$ cat src/rtl/touch_painter_if.sv
// rtl/touch_painter_if.sv - framebuffer write port with valid/ready handshake
interface touch_painter_if #(
  parameter int ADDR_BITS  = 17,
  parameter int COLOR_BITS = 16
);
  logic                  wr_valid;
  logic [ADDR_BITS-1:0]  wr_addr;
  logic [COLOR_BITS-1:0] wr_data;
  logic                  wr_ready;

  modport master (output wr_valid, wr_addr, wr_data, input wr_ready);
  modport slave  (input wr_valid, wr_addr, wr_data, output wr_ready);
endinterface

$ cat src/rtl/touch_painter.sv
// rtl/touch_painter.sv - paints a clipped square brush per new touch point, or clears the screen
module touch_painter #(
  parameter int DISPLAY_WIDTH  = 240,
  parameter int DISPLAY_HEIGHT = 320,
  parameter int BRUSH_SIZE     = 3,
  parameter int COLOR_BITS     = 16,
  parameter int ADDR_BITS      = $clog2(DISPLAY_WIDTH*DISPLAY_HEIGHT)
) (
  input  logic                  clk,
  input  logic                  rst,
  input  logic [30:0]           touch,
  input  logic [COLOR_BITS-1:0] fg_color,
  input  logic [COLOR_BITS-1:0] bg_color,
  input  logic                  clear,
  touch_painter_if.master       wr,
  output logic                  busy
);
  localparam logic signed [13:0]    H_S    = 14'(BRUSH_SIZE/2);
  localparam logic signed [13:0]    XMAX_S = 14'(DISPLAY_WIDTH-1);
  localparam logic signed [13:0]    YMAX_S = 14'(DISPLAY_HEIGHT-1);
  localparam logic [ADDR_BITS-1:0]  W_A    = ADDR_BITS'(DISPLAY_WIDTH);
  localparam logic [ADDR_BITS-1:0]  LAST_A = ADDR_BITS'(DISPLAY_WIDTH*DISPLAY_HEIGHT-1);

  typedef enum logic [1:0] {S_IDLE, S_PAINT, S_CLEAR} state_t;

  state_t               r_state;
  logic                 r_clear_pending;
  logic                 r_last_valid;
  logic [11:0]          r_last_x, r_last_y;
  logic [11:0]          r_bx, r_by, r_x0, r_x1, r_y1;
  logic [ADDR_BITS-1:0] r_row_base;

  // touch word layout: {valid, x[11:0], y[11:0], contact[1:0], id[3:0]}
  logic        w_valid;
  logic [11:0] w_tx, w_ty;
  logic [1:0]  w_contact;
  logic        w_unused;
  assign w_valid   = touch[30];
  assign w_tx      = touch[29:18];
  assign w_ty      = touch[17:6];
  assign w_contact = touch[5:4];
  assign w_unused  = &{1'b0, touch[3:0]};

  logic w_idle, w_clear_start, w_accept, w_dedupe_drop, w_same, w_in_range, w_contact_ok;
  assign w_idle        = (r_state == S_IDLE);
  assign w_clear_start = w_idle && (clear || r_clear_pending);
  assign w_contact_ok  = (w_contact == 2'b00) || (w_contact == 2'b10);
  assign w_in_range    = (w_tx < 12'(DISPLAY_WIDTH)) && (w_ty < 12'(DISPLAY_HEIGHT));
  assign w_same        = r_last_valid && (w_tx == r_last_x) && (w_ty == r_last_y);
  assign w_accept      = w_idle && !w_clear_start && w_valid && w_contact_ok && w_in_range && !w_same;
  assign w_dedupe_drop = !w_valid || (w_contact == 2'b01) || w_clear_start;

  // Signed 14-bit extents so x-H below zero clamps instead of wrapping.
  logic signed [13:0] w_xs, w_ys, w_xlo, w_xhi, w_ylo, w_yhi;
  logic [11:0]        w_x0, w_x1, w_y0, w_y1;
  assign w_xs  = $signed({2'b00, w_tx});
  assign w_ys  = $signed({2'b00, w_ty});
  assign w_xlo = w_xs - H_S;
  assign w_xhi = w_xs + H_S;
  assign w_ylo = w_ys - H_S;
  assign w_yhi = w_ys + H_S;
  assign w_x0  = (w_xlo < 14'sd0)   ? 12'd0 : w_xlo[11:0];
  assign w_x1  = (w_xhi > XMAX_S)   ? 12'(DISPLAY_WIDTH-1) : w_xhi[11:0];
  assign w_y0  = (w_ylo < 14'sd0)   ? 12'd0 : w_ylo[11:0];
  assign w_y1  = (w_yhi > YMAX_S)   ? 12'(DISPLAY_HEIGHT-1) : w_yhi[11:0];

  logic [ADDR_BITS-1:0] w_start_row;
  assign w_start_row = ADDR_BITS'(w_y0) * W_A;

  assign busy = (r_state != S_IDLE);

  always_ff @(posedge clk) begin
    if (!rst) begin
      r_state         <= S_IDLE;
      r_clear_pending <= 1'b0;
      r_last_valid    <= 1'b0;
      r_last_x        <= '0;
      r_last_y        <= '0;
      r_bx            <= '0;
      r_by            <= '0;
      r_x0            <= '0;
      r_x1            <= '0;
      r_y1            <= '0;
      r_row_base      <= '0;
      wr.wr_valid     <= 1'b0;
      wr.wr_addr      <= '0;
      wr.wr_data      <= '0;
    end else begin
      if (w_dedupe_drop) begin
        r_last_valid <= 1'b0;
      end else if (w_accept) begin
        r_last_valid <= 1'b1;
        r_last_x     <= w_tx;
        r_last_y     <= w_ty;
      end
      case (r_state)
        S_IDLE: begin
          if (w_clear_start) begin
            r_state         <= S_CLEAR;
            r_clear_pending <= 1'b0;
            wr.wr_valid     <= 1'b1;
            wr.wr_addr      <= '0;
            wr.wr_data      <= bg_color;
          end else if (w_accept) begin
            r_state     <= S_PAINT;
            r_bx        <= w_x0;
            r_by        <= w_y0;
            r_x0        <= w_x0;
            r_x1        <= w_x1;
            r_y1        <= w_y1;
            r_row_base  <= w_start_row;
            wr.wr_valid <= 1'b1;
            wr.wr_addr  <= w_start_row + ADDR_BITS'(w_x0);
            wr.wr_data  <= fg_color;
          end
        end
        S_PAINT: begin
          if (clear) r_clear_pending <= 1'b1;
          if (wr.wr_ready) begin
            if (r_bx != r_x1) begin
              r_bx       <= r_bx + 12'd1;
              wr.wr_addr <= wr.wr_addr + 1'b1;
            end else if (r_by != r_y1) begin
              r_bx       <= r_x0;
              r_by       <= r_by + 12'd1;
              r_row_base <= r_row_base + W_A;
              wr.wr_addr <= r_row_base + W_A + ADDR_BITS'(r_x0);
            end else begin
              r_state     <= S_IDLE;
              wr.wr_valid <= 1'b0;
            end
          end
        end
        S_CLEAR: begin
          if (wr.wr_ready) begin
            if (wr.wr_addr == LAST_A) begin
              r_state     <= S_IDLE;
              wr.wr_valid <= 1'b0;
            end else begin
              wr.wr_addr <= wr.wr_addr + 1'b1;
            end
          end
        end
        default: r_state <= S_IDLE;
      endcase
    end
  end
endmodule

$ cat src/flat_wrapper.sv
// flat-port wrapper written by rule: the top's interface ports become plain ports
module touch_painter_flat 
#(
  parameter int DISPLAY_WIDTH  = 240,
  parameter int DISPLAY_HEIGHT = 320,
  parameter int BRUSH_SIZE     = 3,
  parameter int COLOR_BITS     = 16,
  parameter int ADDR_BITS      = $clog2(DISPLAY_WIDTH*DISPLAY_HEIGHT)
)
  (clk, rst, touch, fg_color, bg_color, clear, busy, wr_wr_valid, wr_wr_addr, wr_wr_data, wr_wr_ready);
  touch_painter_if #(.ADDR_BITS(ADDR_BITS), .COLOR_BITS(COLOR_BITS)) wr_i ();
  input  logic clk;
  input  logic rst;
  input  logic [30:0] touch;
  input  logic [COLOR_BITS-1:0] fg_color;
  input  logic [COLOR_BITS-1:0] bg_color;
  input  logic clear;
  output logic busy;
  output wire logic [$bits(wr_i.wr_valid)-1:0] wr_wr_valid;
  output wire logic [$bits(wr_i.wr_addr)-1:0] wr_wr_addr;
  output wire logic [$bits(wr_i.wr_data)-1:0] wr_wr_data;
  input wire logic [$bits(wr_i.wr_ready)-1:0] wr_wr_ready;
  assign wr_wr_valid = wr_i.wr_valid;
  assign wr_wr_addr = wr_i.wr_addr;
  assign wr_wr_data = wr_i.wr_data;
  assign wr_i.wr_ready = wr_wr_ready;
  touch_painter #(.DISPLAY_WIDTH(DISPLAY_WIDTH), .DISPLAY_HEIGHT(DISPLAY_HEIGHT), .BRUSH_SIZE(BRUSH_SIZE), .COLOR_BITS(COLOR_BITS), .ADDR_BITS(ADDR_BITS)) u_core (.clk(clk), .rst(rst), .touch(touch), .fg_color(fg_color), .bg_color(bg_color), .clear(clear), .wr(wr_i), .busy(busy));
endmodule
$ cat config.mk
export PLATFORM = sky130hd
export DESIGN_NAME = touch_painter_flat
export DESIGN_NICKNAME = d
export VERILOG_FILES = /design/src/rtl/touch_painter_if.sv /design/src/rtl/touch_painter.sv /design/src/flat_wrapper.sv
export SDC_FILE = /design/constraint.sdc
export NUM_CORES = 1
export LEC_CHECK = 0
export ABC_AREA = 0
export ABC_CLOCK_PERIOD_IN_PS = 5700
export BUFFER_PORTS_ARGS = -buffer_cell sky130_fd_sc_hd__buf_2
export CORE_AREA = 2 2 142 144
export DETAILED_ROUTE_END_ITERATION = 12
export DIE_AREA = 0 0 144 146
export GPL_ROUTABILITY_DRIVEN = 0
export PLACE_DENSITY = 0.69
export SYNTH_ARGS = -nofsm -noshare
export SYNTH_HDL_FRONTEND = slang
export SYNTH_SLANG_ARGS = --single-unit
$ cat constraint.sdc
create_clock -name clk -period 5.7 [get_ports clk]
set_input_delay 0 -clock clk [delete_from_list [all_inputs] [get_ports clk]]
set_output_delay 0 -clock clk [all_outputs]
set_load 0.01 [all_outputs]
Word-level counts from Yosys, hierarchy flattened
Cells that the tools add are included.

Word-level logic and storage cells: 139. Bits in registers: 139. Output and inout bits: 35.

Mux-type cells: 51. Eq/ne operators: 22. $add $sub $neg: 10. $mul: 1. Bitwise gates (word level): 3. $lt $le $gt $ge: 6. Reduce and logical (&&, ||, !) cells: 32.

Operator list (count): 17-bit 2-to-1 mux (12); 12-bit 2-to-1 mux (14); 17-bit one-hot mux with 3 select lines (1); 12-bit one-hot mux with 2 select lines (2); 17-bit by 12-bit adder with 17-bit output (2); 17-bit one-hot mux with 2 select lines (1); 16-bit 2-to-1 mux (2); 14-bit by 1-bit less-than comparator with 1-bit output, second input constant (2); 12-bit by 1-bit adder with 13-bit output, second input constant (2); 12-bit by 1-bit subtractor with 13-bit output, second input constant (2); 12-bit by 1-bit adder with 12-bit output, second input constant (2); 12-bit == test (2); 12-bit inequality test (2); 2-bit inequality test, second input constant (9); 6-bit AND reduction (3); 17-bit by 1-bit adder with 17-bit output, second input constant (1); 17-bit by 8-bit adder with 17-bit output, second input constant (1); 17-bit == test, second input constant (1); 14-bit by 10-bit > comparator with 1-bit output, second input constant (1); 14-bit by 9-bit > comparator with 1-bit output, second input constant (1); 2-bit 2-to-1 mux (7); 12-bit by 4-bit multiplier with 13-bit output, second input constant (1); 12-bit by 8-bit less-than comparator with 1-bit output, second input constant (1); 12-bit by 9-bit less-than comparator with 1-bit output, second input constant (1); other kinds (21) (52).

Depth between registers and ports, before layout
Depth after elaboration: 11. Mapped depth: 26. Mapped depth without buffers: 23.

Least setup slack after synthesis
OpenSTA, ideal clock, no wires.

Path kind: input to register. Start: input touch[6]. End: register u_core.wr.wr_addr[14]. Required time: 5.630 ns. Setup time: 0.070 ns. Setup slack: 1.070 ns. Path buffers: 3. Arrival: 4.561 ns. Stages on the path: 21. Cell sequence: buf_2 > inv_1 > ha_1 > clkbuf_1 > and4_1 > clkbuf_1 > nor2_1 > fa_1 > fa_1 > inv_1 > fa_1 > nor2b_1 > o31a_1 > a21oi_1 > ha_1 > or4_1 > o21a_1 > and3_1 > xnor2_1 > o221a_2 > a21oi_1.

Longest elaborated chain between the ends: 8. Elaborated cells on any way between the ends: 17.

Ends and longest elaborated chain: from (decl) (RTL line flat_wrapper.sv:14) `input logic [30:0] touch;`; 12-bit by 1-bit subtractor with 13-bit output (RTL line touch_painter.sv:60) `assign w_ylo = w_ys - H_S;`; 14-bit by 1-bit less-than comparator with 1-bit output (RTL line touch_painter.sv:64) `assign w_y0 = (w_ylo < 14'sd0) ? 12'd0 : w_ylo[11:0];`; 12-bit 2-to-1 mux (RTL line touch_painter.sv:64); 12-bit by 4-bit multiplier with 13-bit output (RTL line touch_painter.sv:68) `assign w_start_row = ADDR_BITS'(w_y0) * W_A;`; 17-bit by 12-bit adder with 17-bit output (RTL line touch_painter.sv:113) `wr.wr_addr <= w_start_row + ADDR_BITS'(w_x0);`; 17-bit 2-to-1 mux (RTL line touch_painter.sv:104) `end else if (w_accept) begin`; 17-bit 2-to-1 mux (RTL line touch_painter.sv:98) `if (w_clear_start) begin`; 17-bit one-hot mux with 3 select lines (RTL line touch_painter.sv:96) `case (r_state)`; to (signal assigned) (RTL line touch_painter.sv:113); to (signal assigned) (RTL line touch_painter.sv:122) `wr.wr_addr <= wr.wr_addr + 1'b1;`; to (signal assigned) (RTL line touch_painter.sv:127) `wr.wr_addr <= r_row_base + W_A + ADDR_BITS'(r_x0);`; to (decl) (RTL line touch_painter_if.sv:11) `modport master (output wr_valid, wr_addr, wr_data, input wr_ready);`.

Parallel ways exist; a longest one is shown, timed or not. The select of a mux whose other input is x is not followed. A chain may end at the register's enable or synchronous reset.

Worst setup path after layout
Start: input touch[8]. End: register u_core.wr.wr_addr[14].

The elaborated chain is that of the path after synthesis.

==> flow_metrics.py <==
metrics = {
    "run_status": {
        "status": "finished, final reports clean",
    },
    "global_routing": {
        "antenna_found_initial": 0,
        "grtUsageMet3_pct": 4.047,
        "grt_pass1_vias": 8611,
        "gr-total-overflow": 0,
        "grtUsageTotal_pct": 25.34,
        "grt_max_degree": 84,
        "busiest_layer": "met2",
        "grt_first_pass_wirelength_um": 42780,
        "use_met1_pct": 33.48,
        "grtUsageMet2_pct": 41.69,
    },
    "worst_setup_path": {
        "cpMaxStageDelayCell": "dlygate4sd3_1",
        "cp.buffers_inverters": 3,
        "crit_path_max_incr_delay_ns": 0.54,
        "endpoint_kind": "flop",
        "path_max_fanout": 10,
        "worstPathArrival_ns": 5.42,
        "crit_family": "simple AND/OR/NAND/NOR gates",
        "critical_path_class": "input port to flop",
        "required_ns": 6.06,
        "path_common_cell": "fa_1",
        "worstPathCellList": "dlygate4sd3_1 -> buf_2 -> nor4_4 -> and4_1 -> nor2_1 -> fa_1 -> fa_1 -> inv_1 -> fa_1 -> nor2b_1 -> o31a_1 -> a21oi_1 -> ha_1 -> or4_1 -> o21a_1 -> and3_1 -> xnor2_1 -> o221a_2 -> a21oi_1",
        "critPathLaunchType": "input port",
    },
    "synthesis": {
        "yosys_warnings": 0,
        "ys_types": 69,
        "synth_seq_cells": 135,
        "netlist_area_um2": 9628,
        "synth_nets": 1323,
        "seq_area_frac_synth_pct": 28.07,
        "ys_async_sr_fraction_pct": 0,
        "synthCells": 1196,
        "synth_edf_count": 0,
        "ys.flop_type": "dfxtp_1",
        "avgSynthCellArea_um2": 8.050,
    },
    "clock_network": {
        "cts_setup_buffers": 0,
        "cts.clk_slew.worst_paths_ns": 0.06,
        "clk_latency_ns": 0.43,
        "clock_path_buffers": 2,
        "cts_root_buffer": "clkbuf_16",
        "cts_buffers": 17,
        "h-tree-depth": 4,
        "cts_sinks": 135,
        "cts_tree": "done",
    },
    "detailed_routing": {
        "vias_per_cell": 5.695,
        "firstDrtPassIters": 4,
        "wire_per_inst_um": 16.42,
        "vias": 8986,
        "drt_wl_total_um": 25920,
        "ant_nets": 0,
        "drtIter0Drc": 611,
        "drc": 0,
    },
    "final_layout": {
        "ff_latch_area_um2": 2703,
        "multi_input_area_um2": 6401,
        "fin_nets": 1427,
        "drive_above_1_share_pct": 12.57,
        "nFillCells": 1771,
        "area_growth_pct": 17.34,
        "instances_no_fill": 1578,
        "n_antenna_cell": 0,
        "fin_util_pct": 58.43,
        "final_cell_area_um2": 11300,
    },
    "floorplanning": {
        "io_pins": 102,
        "dieHeight_um": 146,
        "die_w_um": 144,
        "fp.coreArea_um2": 19330,
        "row_count": 51,
        "die_area_um2": 21020,
        "initial_core_util_pct": 49.80,
    },
    "power": {
        "switchingPower_mw": 1.356,
        "ir_drop_mv": 0.2254,
        "powerDensity_nw_per_um2": 318.4,
        "p_leak_nw": 4.652,
        "comb_power_share_pct": 40.2,
        "switching_share_pct": 37.69,
        "p_int_mw": 2.241,
        "seqPwrFrac_pct": 30.9,
        "clock_power_share_pct": 28.9,
    },
    "timing": {
        "finalSetupViolCount": 0,
        "tns_ns": 0,
        "rsz0062_at_grt": "no",
        "worst_slew_pin_slew_ns": 1.025,
        "period_share_pct": 88.76,
        "fin_crit_ns": 5.059,
        "fmax_ghz": 0.1977,
        "slew_headroom_pct": 31.69,
        "worst_hold_slack_ns": 0.1321,
        "hold_viol": 0,
        "fin_skew_ns": 0.009429,
        "slew_viol_final": 0,
    },
    "place": {
        "hpwl_um": 18000,
        "port-buffer-count": 97,
        "place_inst": 1494,
        "placed_cell_area_um2": 10220,
    },
    "hold_path": {
        "min_path_type": "input port to flop",
    },
    "job": {
        "max-cap-violations": 0,
    },
}
-- cell usage after synthesis, drive strengths merged (7+ instances only) --
cell	count	share of area [%]
nor2	138	5.4
dfxtp	135	28
nand2	96	3.7
xnor2	74	6.7
a21oi	69	3.6
o21ai	69	3.6
inv	55	2.1
xor2	55	5.0
mux2i	54	5.7
clkbuf	47	1.8
ha	42	5.5
a211oi	37	2.9
and3	34	2.2
buf	30	1.6
nand3	30	1.6
a22oi	22	1.7
nor3	21	1.2
nand4	20	1.3
fa	18	3.7
nor4	14	1.1
o211ai	13	1.0
o22ai	11	0.71
a21o	8	0.62
nor2b	8	0.52
or3	8	0.52
nand2b	7	0.45
o21a	7	0.55
-- worst paths after layout --
kind / startpoint / endpoint / slack (ns) / depth (start not counted)
min: touch[26] / u_core.r_bx[8] / 0.13 / 5
min reg2reg: u_core.r_row_base[16] / u_core.r_row_base[16] / 0.47 / 2
max: touch[8] / u_core.wr.wr_addr[14] / 0.64 / 19
max reg2reg: u_core.r_state[0] / u_core.wr.wr_data[8] / 1.94 / 10
-- area by class of cell --
class                   instances  area share (%)
repair buffers                162           9.769
well taps                     265           2.935
flip-flops and latches        135           23.92
inverters                      55           1.827
multi-input cells             929           56.66
clock buffers                  20           3.954
clock inverters                12          0.9303
-- power groups by stage --
stage | clock network [mW] | registers [mW] | logic [mW]
final | 1.04 | 1.11 | 1.45
after global routing | 1.10 | 1.12 | 1.61
after CTS | 1.06 | 1.11 | 1.43
after detailed placement | 0 | 1.13 | 1.38
after global placement | 0 | 1.13 | 1.36
after floorplan | 0 | 1.13 | 1.03
-- cell usage in the layout (no fill, tap or decap), types with 29 or more instances in the layout --
cell,n
a211oi_1,37
and3_1,34
dfxtp_1,135
o21ai_0,67
nand3_1,29
nor2_1,138
xnor2_1,74
nand2_1,96
ha_1,41
a21oi_1,69
buf_2,97
mux2i_1,52
dlygate4sd3_1,52
xor2_1,55
inv_1,54
-- repair_timing --
action | CTS | global route
gates resized for setup | 0 | 0
hold endpoints to repair | 38 | 0
hold buffers | 52 | 0
-- state kept, by name (all words and copies together), names as in the netlist, 12 cells and up --
name	count
u_core.wr.wr_data	16
u_core.r_bx	12
u_core.wr.wr_addr	17
u_core.r_y1	12
u_core.r_last_x	12
u_core.r_last_y	12
u_core.r_by	12
u_core.r_row_base	13
u_core.r_x0	12
u_core.r_x1	12
-- metal layers --
| layer | part of all wire [%] | up-vias | wire [um] |
|---|---|---|---|
| li1 | - | 4424 | - |
| met1 | 45 | 4275 | 11540 |
| met2 | 48 | 246 | 12440 |
| met3 | 4.9 | 41 | 1259 |
| met4 | 2.6 | 0 | 671 |
| met5 | 0 | - | 0 |
-- metrics by stage --
| stage | setup slack, ns | power [mW] |
|---|---|---|
| after global placement | 0.8425 | 2.488 |
| after global routing | 0.3433 | 3.831 |
| final | 0.6409 | 3.597 |
| after detailed placement | 0.7780 | 2.512 |
| after floorplan | 1.070 | 2.152 |
| after CTS | 0.6597 | 3.598 |
-- worst min-delay path, stage by stage --
cell	delay, ns
buf_2	0.14
nand2_1	0.06
nand2_1	0.10
o21ai_0	0.15
a211oi_1	0.06
-- kinds of logic after synthesis --
family	synth area share, %
AND/OR/NAND/NOR	20.22
AO/OA/AOI/OAI	18.87
flip-flops	28.07
buffers and inverters	5.627
XOR/XNOR	11.97
adder cells (fa/ha/maj)	9.201
multiplexers	6.043
(Power assumes the default switching activity.)
